$ cat config.mk
export PLATFORM = sky130hd
export DESIGN_NAME = icache
export DESIGN_NICKNAME = d
export VERILOG_FILES = /design/src/rtl/icache.sv
export SDC_FILE = /design/constraint.sdc
export NUM_CORES = 2
export LEC_CHECK = 0
export BUFFER_PORTS_ARGS = -buffer_cell sky130_fd_sc_hd__clkbuf_2
export CAP_MARGIN = 40
export CORE_MARGIN = 2
export CORE_UTILIZATION = 50
export CTS_BUF_LIST = sky130_fd_sc_hd__clkbuf_8 sky130_fd_sc_hd__clkbuf_16
export DETAILED_ROUTE_END_ITERATION = 8
export PLACE_DENSITY = 0.65
export SLEW_MARGIN = 10
export SYNTH_ARGS = -nofsm -noshare
export SYNTH_HDL_FRONTEND = slang
export SYNTH_SLANG_ARGS = --single-unit
$ cat constraint.sdc
create_clock -name clk -period 6.99 [get_ports clk]
set_input_delay 0.699 -clock clk [delete_from_list [all_inputs] [get_ports clk]]
set_output_delay 0.699 -clock clk [all_outputs]
set_load 0.005 [all_outputs]
$ cat src/rtl/icache.sv
// icache: direct-mapped, one-word-per-line instruction cache with a single outstanding miss.
// Defining ICACHE_PERF_EN adds the hit_cnt/miss_cnt performance counters.
module icache #(
  parameter int INDEX_BITS = 6
) (
  input  logic        clk,
  input  logic        rst,
  input  logic        rdy,
  input  logic        clear,
  input  logic        if_valid,
  input  logic [31:0] if_pc,
  output logic        if_ready,
  output logic [31:0] if_inst,
  output logic        mc_req,
  output logic [31:0] mc_addr,
  input  logic        mc_ready,
  input  logic [31:0] mc_data
`ifdef ICACHE_PERF_EN
  ,
  output logic [31:0] hit_cnt,
  output logic [31:0] miss_cnt
`endif
);
  localparam int LINES = 1 << INDEX_BITS;
  localparam int TW = 30 - INDEX_BITS;
  typedef enum logic {IDLE, MISS} state_t;
  state_t state_q;
  logic [LINES-1:0] valid_q;
  logic [TW-1:0] tag_q [LINES];
  logic [31:0] data_q [LINES];
  logic mc_req_q;
  logic [31:0] mc_addr_q;
  logic [INDEX_BITS-1:0] idx, fill_idx;
  logic [TW-1:0] tag;
  logic go, hit, fill, fwd, miss_start, unused_ok;
  assign idx = if_pc[INDEX_BITS+1:2];
  assign tag = if_pc[31:INDEX_BITS+2];
  assign fill_idx = mc_addr_q[INDEX_BITS+1:2];
  assign unused_ok = ^if_pc[1:0];
  // go gates every state change and every if_ready, so rst, rdy=0 and clear all suppress them
  assign go = rdy && !rst && !clear;
  assign hit = state_q == IDLE && if_valid && valid_q[idx] && tag_q[idx] == tag;
  assign fill = go && state_q == MISS && mc_ready;
  assign fwd = fill && if_valid && if_pc[31:2] == mc_addr_q[31:2];
  assign miss_start = go && state_q == IDLE && if_valid && !hit;
  assign if_ready = (go && hit) || fwd;
  assign if_inst = (state_q == MISS && mc_ready) ? mc_data : data_q[idx];
  assign mc_req = mc_req_q;
  assign mc_addr = mc_addr_q;
  always_ff @(posedge clk) begin
    if (rst) begin
      state_q <= IDLE;
      valid_q <= '0;
      mc_req_q <= 1'b0;
      mc_addr_q <= '0;
    end else if (rdy) begin
      if (clear) begin
        state_q <= IDLE;
        mc_req_q <= 1'b0;
      end else if (miss_start) begin
        state_q <= MISS;
        mc_req_q <= 1'b1;
        mc_addr_q <= {if_pc[31:2], 2'b00};
      end else if (fill) begin
        state_q <= IDLE;
        mc_req_q <= 1'b0;
        valid_q[fill_idx] <= 1'b1;
      end
    end
  end
  always_ff @(posedge clk) begin
    if (fill) begin
      tag_q[fill_idx] <= mc_addr_q[31:INDEX_BITS+2];
      data_q[fill_idx] <= mc_data;
    end
  end
`ifdef ICACHE_PERF_EN
  logic [31:0] hit_q, miss_q;
  always_ff @(posedge clk) begin
    if (rst) begin
      hit_q <= '0;
      miss_q <= '0;
    end else if (rdy) begin
      if (go && hit) hit_q <= hit_q + 32'd1;
      if (miss_start) miss_q <= miss_q + 32'd1;
    end
  end
  assign hit_cnt = hit_q;
  assign miss_cnt = miss_q;
`endif
endmodule

# [Word-level counts from Yosys, hierarchy flattened]
# Memory sizes are Yosys's and may differ from the RTL's.
# Index checks and enable logic that the tools add are counted.
[totals] ff_bits=95 ramBits=3584 input_bits=70 out_inout_bits=66 mem_count=2
[mem_list] name="data_q" words=64 width=32 rd=1 rd_ports_with_merged_regs=0 write_ports=1 line="30" rtl="logic [31:0] data_q [LINES];"
[mem_list] name="tag_q" words=64 width=24 rd=1 rd_ports_with_merged_regs=0 write_ports=1 line="29" rtl="logic [TW-1:0] tag_q [LINES];"
[classes] order_cmp=3 eq_ne=2 n_mux=10 bitwise=4 reduce_logical=23
[ops] operator="OR 64 bit" n=1
[ops] operator="two-way mux 32 bit" n=1
[ops] operator="equality test 30 bit" n=1
[ops] operator="equality test 24 bit" n=1
[ops] operator="logical AND 1 bit" n=15
[ops] operator="< comparator 6 x 7 -> 1 bit, second input constant" n=2
[ops] operator="two-way mux 1 bit" n=7
[ops] operator="binary-select mux 1 bit (select 6 bit)" n=1
[ops] operator="demux 1 bit (select 6 bit)" n=1
[ops] operator=">= comparator 6 x 1 -> 1 bit, second input constant" n=1
[ops] operator="AND reduction 4 bit" n=1
[ops] operator="zero test 1 bit" n=3
[ops] operator="inverter 1 bit" n=3
[ops] operator="AND reduction 3 bit" n=1
[ops] operator="nonzero test 3 bit" n=1
[ops] operator="AND reduction 2 bit" n=1
[ops] operator="logical OR 1 bit" n=1

# [Longest topological paths before layout]
[logic_depth] depth_word=8 ltp_mapped=18 depth_no_buf=10

# [Worst setup path before layout]
# Ideal clock, no wire load.
[synth_timing] kind="input -> output" from="input port if_pc[3]" to="output port if_inst[0]" t_arrival_ns=4.078 required_ns=6.291 path_slack_ns=2.213 path_stages=12 path_buffers=8 path_cell_list="buf_4 -> buf_4 -> buf_2 -> buf_2 -> buf_4 -> buf_2 -> clkbuf_1 -> buf_1 -> mux4_2 -> mux4_2 -> mux4_2 -> mux2_2"
[synth_via] elab_chain_len=2
[synth_lines] item="from (decl)" line="11" rtl="input logic [31:0] if_pc,"
[synth_lines] item="memory (64 x 32 bit)"
[synth_lines] item="two-way mux 32 bit" line="47" rtl="assign if_inst = (state_q == MISS && mc_ready) ? mc_data : data_q[idx];"
[synth_lines] item="to (decl)" line="13" rtl="output logic [31:0] if_inst,"
# No other way between the ends.

# [Worst setup path in the final report]
[layout_timing] from="input port if_pc[4]" to="output port if_ready"
[layout_via] elab_chain_len=6
[layout_lines] item="branches (longest 5 deep; another with memory (64 x 24 bit))"
[layout_lines] item="logical OR 1 bit (*)" line="46" rtl="assign if_ready = (go && hit) || fwd;"
[layout_lines] item="to (decl)" line="12" rtl="output logic if_ready,"
# Mark *: on every way between the ends. The select of a mux whose other input is x is not followed.

==> out/results.txt <==
Flop-to-flop setup slack - 2.47 ns
H-tree depth - 5
Row count - 195
Critical path type - input pin to output pin
Initial antenna violation count - 12
DRT Pass-1 Iters - 6
R2r startpoint - tag_q[12][4]
CTS root buffer - clkbuf_16
Worst setup SP type - input pin
Synth unique cells - 68
Pwr Density - 281.4 mW/mm²
Post-detailed-route count of antenna-violating nets - 0
Endpoints failing setup - 0
Die H - 537.0 µm
WP data arrival - 5.29 ns
Worst setup EP type - output pin
Mean Syn Cell Area - 22.19 µm²
Initial DRC Count - 11810
Total gr overflow - 0
DP Wirelength - 224.6 mm
Yosys warnings - 0
Die area - 0.2884 mm²
Drt total wl - 410.4 mm
Clk pin slew, worst setup/hold paths - 0.06 ns
Post-synth top cells - 3584 x edfxtp_1, 923 x mux4_2, 336 x mux2i_1
Net count, final - 6962
Actual slew at the worst max-slew pin - 1.167 ns
Top cell type by total area after synthesis - edfxtp_1
DRC - 0
Clock skew - 0.08118 ns
Synth area leaders - edfxtp_1 76%, mux4_2 15%, mux2i_1 2.4%
Pin count of the biggest net entering global routing - 146
Starting Density - 50.28%
Most frequent cell after synthesis - edfxtp_1
RSZ-0062 raised after global routing - false
I/O Buffers - 131
Fin cells - 10940
First-pass GRT wire length - 565.3 mm
Relative slew slack - 22.18%
Max frequency - 167.1 MHz
TritonCTS clock tree - done
Peak VDD IR - 0.2543 mV
WHS Path Cells - 1
Placer's final routability congestion estimate - 0.8650
Via count - 72550
Clk buf depth - 4
Vias in the first global route - 70730
Top cell type's share of synthesized area - 75.75%
R2r worst-path depth - 10
Slowest CP cell - or4_1
CTS Buf Count - 372
Post_cts resized - 0
Final period util - 85.62%
Async S/R FF share, synth - 0%
Crit-path max FO - 58
I/O pins - 136
Vias per cell - 6.630
Min-delay src - mc_data[2]
Post-synth EDFFs - 3584
Share of layout cells above drive strength 1 - 28.72%
Worst-Skew Late Latency - 0.95 ns
GRT Util Overall - 28.39%
CP max stage delay - 0.62 ns
P&R area growth vs syn - 14.19%
Placed cell area - 0.1503 mm²
Seq/Total Area, Yosys - 77.09%
Slew Viols, Final - 0
Period minus WS final - 5.984 ns
Outcome - completed
Core area - 0.2825 mm²
Setup TNS - 0 ns
Max-cap viol count - 0
DP Cell Count - 10260
Horiz. Die Dim - 537.0 µm
Pleak - 0.05010 µW
Top FF cell, synth - edfxtp_1
CTS sink cnt - 3679
Cts hold-fix bufs - 0
Postcts setup bufs - 0
CP cell instances - buf_8, buf_4, nor2b_1, buf_4, a221oi_1, a22oi_1, nand3_1, nor4_1, buf_4, xnor2_1, and4b_1, nand2_1, or4_1, o21ai_0, clkbuf_2
Fin area - 0.1622 mm²
Per-cell routed wire length - 37.50 µm
Final Hold Viols - 0
Yosys reg bits - 3679
HP Class - input pin to register
Reg-to-Reg End - mc_addr[24]
Critical Path RT - 6.29 ns
Synthesized instance count - 6403
Hold path endpoint - data_q[17][2]
Most frequent cell on the critical path - buf_4
Mapped Area - 0.1421 mm²
[sequential cells by signal (all words and copies together), names as in the netlist]
register / flops
data_q: 2048
mc_addr: 30
mc_req: 1
tag_q: 1536
valid_q: 64
[per-stage QoR]
| stage | hold WS (ns) | total power, µW | utilization [%] | setup slack, ns |
|---|---|---|---|---|
| finish | 0.06296 | 45640 | 57.42 | 1.006 |
| global route | 0.06306 | 46750 | 57.42 | 0.8394 |
| CTS | 0.005326 | 45830 | 57.40 | 0.9837 |
| detailed placement | 0.4562 | 26690 | 53.19 | 1.011 |
| global placement | 0.4462 | 26620 | 52.73 | 0.9920 |
| floorplan | 0.4346 | 25850 | - | 2.213 |
[worst max-delay path, delay by kind of cell]
kind            cells  cell delay, ns
simple gates        6            1.98
buf+inv             5            1.60
xor+xnor            1            0.13
compound gates      3            0.72
[where the power goes]
part	internal, µW	switching (µW)
logic	830	1240
registers	24100	8.93
clock network	10900	8480
[logic make-up after synthesis]
kind of cell / count (synthesis) / synth area share [%]
flops: 3679 / 77.09
mux: 1316 / 17.45
simple gates: 624 / 1.991
buf+inv: 370 / 1.257
compound gates: 361 / 1.884
xor+xnor: 52 / 0.3206
other cells: 1 / 0.002640
[placed cells by master (no fill, tap or decap), types with 15 or more instances in the layout]
cell type	netlist	routed
edfxtp_1	3584	3584
mux4_2	923	923
clkbuf_16	0	375
mux2i_1	336	336
buf_4	39	232
nor2_1	242	178
nand2_1	164	163
clkbuf_2	0	125
a22oi_1	110	110
inv_1	9	103
buf_12	0	84
clkinv_1	2	79
dfxtp_1	95	71
nand3_1	65	65
nor2_4	0	63
mux2_2	57	57
clkinv_2	0	56
xnor2_1	40	40
a21oi_1	37	37
and3_1	36	34
o21ai_0	32	32
a2bb2oi_1	29	29
bufinv_16	0	28
nor3_1	25	25
dfxtp_2	0	24
o311ai_1	23	23
nand4_1	22	22
o211ai_1	20	20
buf_16	0	20
a31oi_1	15	15
[routing by layer]
layer,GRT usage [%],part of all wire (%),wire [µm]
met1,40.36,38,155400
met2,44.82,48,196300
met3,5.138,11,43210
met4,9.703,3.8,15460
met5,0,0.011,44
[worst max path at each step]
| stage | from | to | slack (ns) | cells past startpoint |
|---|---|---|---|---|
| 3_5_place_dp | if_pc[2] | if_ready | 1.01 | 13 |
| 3_3_place_gp | if_pc[2] | if_ready | 0.99 | 13 |
| 6_report | if_pc[4] | if_ready | 1.01 | 15 |
| 5_1_grt | if_pc[2] | if_ready | 0.84 | 15 |
| 4_1_cts | if_pc[2] | if_ready | 0.98 | 13 |
| 2_1_floorplan | if_pc[3] | if_inst[0] | 2.21 | 12 |
[layout make-up]
| type | instances | area [µm²] |
|---|---|---|
| Fill cell | 20300 | 120300 |
| Sequential cell | 3679 | 109600 |
| Multi-Input combinational cell | 2355 | 31270 |
| Clock buffer | 384 | 9508 |
| Timing Repair Buffer | 472 | 4746 |
| Tap cell | 3743 | 4683 |
| Clock inverter | 295 | 2395 |
| Inverter | 12 | 58.81 |
| Antenna cell | 3 | 7.507 |
(Power assumes the default switching activity.)
